$ cat src/rtl/rom_burst_reader.sv
`default_nettype none
// ============================================================================
// rom_burst_reader : walks a ROM LUT for a burst and streams the words out
//                    on a valid/ready interface with last and done markers.
// Revision: 1.0
// ============================================================================
module rom_burst_reader #(
    parameter int ADDR_W = 4,
    parameter int DATA_W = 8
) (
    input  logic              clk,
    input  logic              rst_n,
    input  logic              start,
    input  logic [ADDR_W-1:0] start_addr,
    input  logic [ADDR_W:0]   burst_len,
    input  logic              abort,
    output logic [ADDR_W-1:0] rom_addr,
    input  logic [DATA_W-1:0] rom_data,
    output logic [DATA_W-1:0] out_data,
    output logic              out_valid,
    input  logic              out_ready,
    output logic              out_last,
    output logic              busy,
    output logic              done
);

    typedef enum logic [1:0] {
        S_IDLE  = 2'd0,
        S_FETCH = 2'd1,
        S_HOLD  = 2'd2,
        S_DONE  = 2'd3
    } state_t;

    state_t              r_state;
    state_t              w_state_nxt;
    logic [ADDR_W-1:0]   r_addr;
    logic [ADDR_W-1:0]   w_addr_nxt;
    logic [ADDR_W:0]     r_remaining;
    logic [ADDR_W:0]     w_remaining_nxt;
    logic [DATA_W-1:0]   r_data;
    logic [DATA_W-1:0]   w_data_nxt;
    logic                r_valid;
    logic                w_valid_nxt;
    logic                r_last;
    logic                w_last_nxt;

    always_ff @(posedge clk) begin
        if (!rst_n) begin
            r_state     <= S_IDLE;
            r_addr      <= '0;
            r_remaining <= '0;
            r_data      <= '0;
            r_valid     <= 1'b0;
            r_last      <= 1'b0;
        end else begin
            r_state     <= w_state_nxt;
            r_addr      <= w_addr_nxt;
            r_remaining <= w_remaining_nxt;
            r_data      <= w_data_nxt;
            r_valid     <= w_valid_nxt;
            r_last      <= w_last_nxt;
        end
    end

    always_comb begin
        w_state_nxt     = r_state;
        w_addr_nxt      = r_addr;
        w_remaining_nxt = r_remaining;
        w_data_nxt      = r_data;
        w_valid_nxt     = r_valid;
        w_last_nxt      = r_last;

        case (r_state)
            S_IDLE: begin
                if (start && (burst_len != '0)) begin
                    w_addr_nxt      = start_addr;
                    w_remaining_nxt = burst_len;
                    w_state_nxt     = S_FETCH;
                end
            end
            S_FETCH: begin
                w_data_nxt  = rom_data;
                w_valid_nxt = 1'b1;
                w_last_nxt  = (r_remaining == (ADDR_W+1)'(1));
                w_state_nxt = S_HOLD;
            end
            S_HOLD: begin
                if (r_valid && out_ready) begin
                    w_valid_nxt = 1'b0;
                    if (r_last) begin
                        w_last_nxt  = 1'b0;
                        w_state_nxt = S_DONE;
                    end else begin
                        // Address wraps naturally at the ROM depth.
                        w_addr_nxt      = r_addr + 1'b1;
                        w_remaining_nxt = r_remaining - 1'b1;
                        w_state_nxt     = S_FETCH;
                    end
                end
            end
            S_DONE: begin
                w_state_nxt = S_IDLE;
            end
            default: begin
                w_state_nxt = S_IDLE;
            end
        endcase

        // Abort overrides everything, including a coincident last handshake.
        if (abort && (r_state != S_IDLE)) begin
            w_state_nxt = S_IDLE;
            w_valid_nxt = 1'b0;
            w_last_nxt  = 1'b0;
        end
    end

    assign rom_addr  = r_addr;
    assign out_data  = r_data;
    assign out_valid = r_valid;
    assign out_last  = r_last;
    assign busy      = (r_state != S_IDLE);
    assign done      = (r_state == S_DONE);

endmodule
`default_nettype wire

$ cat config.mk
export PLATFORM = sky130hd
export DESIGN_NAME = rom_burst_reader
export DESIGN_NICKNAME = d
export VERILOG_FILES = /design/src/rtl/rom_burst_reader.sv
export SDC_FILE = /design/constraint.sdc
export NUM_CORES = 1
export LEC_CHECK = 0
export BUFFER_PORTS_ARGS = -buffer_cell sky130_fd_sc_hd__buf_2
export CAP_MARGIN = 20
export CORE_UTILIZATION = 40
export DETAILED_ROUTE_END_ITERATION = 12
export GPL_ROUTABILITY_DRIVEN = 0
export GPL_TIMING_DRIVEN = 0
export PLACE_DENSITY = 0.79
export SLEW_MARGIN = 20
export SYNTH_ARGS = -nofsm -noshare
export SYNTH_HDL_FRONTEND = slang
export SYNTH_SLANG_ARGS = --single-unit
$ cat constraint.sdc
create_clock -name clk -period 1.3 [get_ports clk]
set_input_delay 0.195 -clock clk [delete_from_list [all_inputs] [get_ports clk]]
set_output_delay 0.195 -clock clk [all_outputs]
set_load 0.05 [all_outputs]
==> impl_metrics.ini <==
[layout]
num_antenna_cells = 0
final_cell_mix = buf_2, nand2_1, dfxtp_1
fin_area_um2 = 1450
final_common_cell = buf_2
nFillCells = 219
area_growth_pct = 38.47
layout-drive-gt1-share_pct = 43.27
fin_nets = 197

[sta]
fin_tns_setup_ns = -1.352
whs_ns = 0.1165
finalCritPeriodShare_pct = 112.5
finalWorstSetupSlack_ns = -0.1623
setup_violations = 12
maxSlewViolCount = 0
skew_ns = 0.002604
min_period_ns = 1.462
fmax_mhz = 683.8
worstMarginPinSlew_ns = 0.5844
slew_headroom_pct = 60.74
rsz0062_at_grt = true
hold_viol = 0

[yosys]
synth_seq_cells = 21
yosys-top-cells-area = dfxtp_1, nand2_1, a21boi_0, a21oi_1, ha_1
synth_top_cell_by_area = dfxtp_1
async_flop_share_pct = 0
syn_area_um2 = 1047
ys_warn_count = 0
yosysTopAreaCellShare_pct = 40.14
ys_types = 33
synth_nets = 150
synth-edff-count = 0
synthCells = 125
synth-main-ff-cell = dfxtp_1
seq_area_frac_synth_pct = 40.14
syn_area_per_cell_um2 = 8.378

[clocking]
cts.root.buffer_cell = clkbuf_4
htree_levels = 1
tritoncts_num_sinks = 21
cts_buffer_depth = 2
clkTransAtPathRegs_ns = 0.12
numCtsBuffers = 3
tritoncts = yes
worst_skew_pair.late_latency_ns = 0.31

[hold_path]
min_from = rom_data[0]
min_path_type = in -> reg

[place]
place_area_um2 = 1279
dp_slack_ns = -0.2186
numPortBuffers = 37
dp_hpwl_um = 1933

[pwr]
leakage_nw = 0.6440
power.internal_w = 0.001021
power_density_nw_per_um2 = 1123
pwr-share-clk_pct = 20.2
seq_power_share_pct = 46.2
worst_ir_drop_vdd_v = 0.0006476
switchingPower_w = 0.0006070
power_frac_comb_pct = 33.6
power.total_w = 0.001628
switching_share_pct = 37.28

[worst_setup_path]
crit-reg2reg-launch = r_state[1]$_SDFFE_PP0P_
end_kind = flip-flop
cp.required_ns = 1.52
critPathKind = reg -> reg
arrival_ns = 1.68
startpoint = r_state[1]$_SDFFE_PP0P_
crit_fanout = 5
critPathLaunchType = flip-flop

[status]
status = complete, but fails checks
violations = negative setup slack

[drt]
viasPerCell = 5.423
drt_pass1_iterations = 4
num_vias = 1090
wirelength_um = 2789
drc_errors = 0
wl_per_cell_um = 13.88
postRouteAntennaNets = 0
drtIter0Drc = 34

[global_routing]
overflow = 0
grt_max_degree = 13
antenna_found_initial = 0
grt_pass1_vias = 943
groute.usage.overall_pct = 20.07
grt_pass1_wl_um = 4160

[die]
die_area_um2 = 2827
die_w_um = 53.17
io_pins = 38
start_util_pct = 42.27
num_rows = 18
fp.coreArea_um2 = 2477
die_h_um = 53.17

[flow_run]
cap_violations = 0
-- flip-flops by register name (all words and copies together) (netlist names) --
signal / count
out_valid: 1
r_state: 2
r_remaining: 5
rom_addr: 4
out_last: 1
out_data: 8
-- cells by family after synthesis --
| kind of cell | synth area share [%] |
|---|---|
| and+or+nand+nor | 20.91 |
| buffers and inverters | 5.136 |
| adders and majority gates | 3.585 |
| DFF | 40.14 |
| muxes | 0.9558 |
| AOI/OAI and AO/OA | 29.27 |
-- critical path, stage by stage (launching register included) --
cell      delay (ns)
dfxtp_2         0.35
buf_6           0.12
or2_4           0.26
a211oi_4        0.30
o221ai_1        0.17
o211a_1         0.17
-- what timing repair did --
action	CTS	global route
buffers inserted	5	3
hold buffers	0	0
setup endpoints to repair	20	15
endpoints found under the hold margin	0	0
pin swaps	3	9
resized for setup	12	15
-- layout make-up --
cell class              count  area (µm²)  share of cell area, %
plain buffers               3       20.02                  1.381
clock buffers               3       22.52                  1.553
clock inverters             1       5.005                 0.3451
inverters                   6       22.52                  1.553
multi-input cells          92       653.1                  45.04
flip-flops and latches     21       427.9                  29.51
well taps                  30       37.54                  2.588
repair buffers             45       261.5                  18.03
-- path summary, 6_finish.rpt --
path	to	slack [ns]	cells after the start
min reg2reg	out_data[7]$_SDFFE_PN0P_	0.47	2
max	r_remaining[1]$_SDFFE_PN0P_	-0.16	5
max reg2reg	r_remaining[1]$_SDFFE_PN0P_	-0.16	5
min	out_data[0]$_SDFFE_PN0P_	0.12	3
-- synth_stat cells (all sizes together) (3+ instances only) --
cell type,count
a21boi,8
nand2b,3
o21ai,6
dfxtp,21
o31ai,4
ha,3
clkbuf,5
inv,6
nor3,6
nor2,5
nand2,23
o22ai,5
a21oi,10
-- metal layers --
metal,GRT usage (%),wire [µm]
met5,0,0
met4,9.211,88
met1,24.61,1162
met3,1.149,91
met2,35.44,1447
-- per-stage QoR --
stage,cells,util [%]
3_5_place_dp,192,51.62
4_1_cts,198,55.25
5_1_grt,201,58.54
3_3_place_gp,192,51.62
6_report,201,58.54
2_1_floorplan,125,-
-- power by group through the flow --
stage,clock network [W],registers (W),logic (W)
after detailed placement,0,0.000761,0.000459
after global routing,0.000355,0.000757,0.000588
final,0.000328,0.000753,0.000547
after floorplan,0,0.000865,0.000227
after CTS,0.000334,0.000747,0.000497
after global placement,0,0.000756,0.000447
Power figures use the tool's default switching activity.
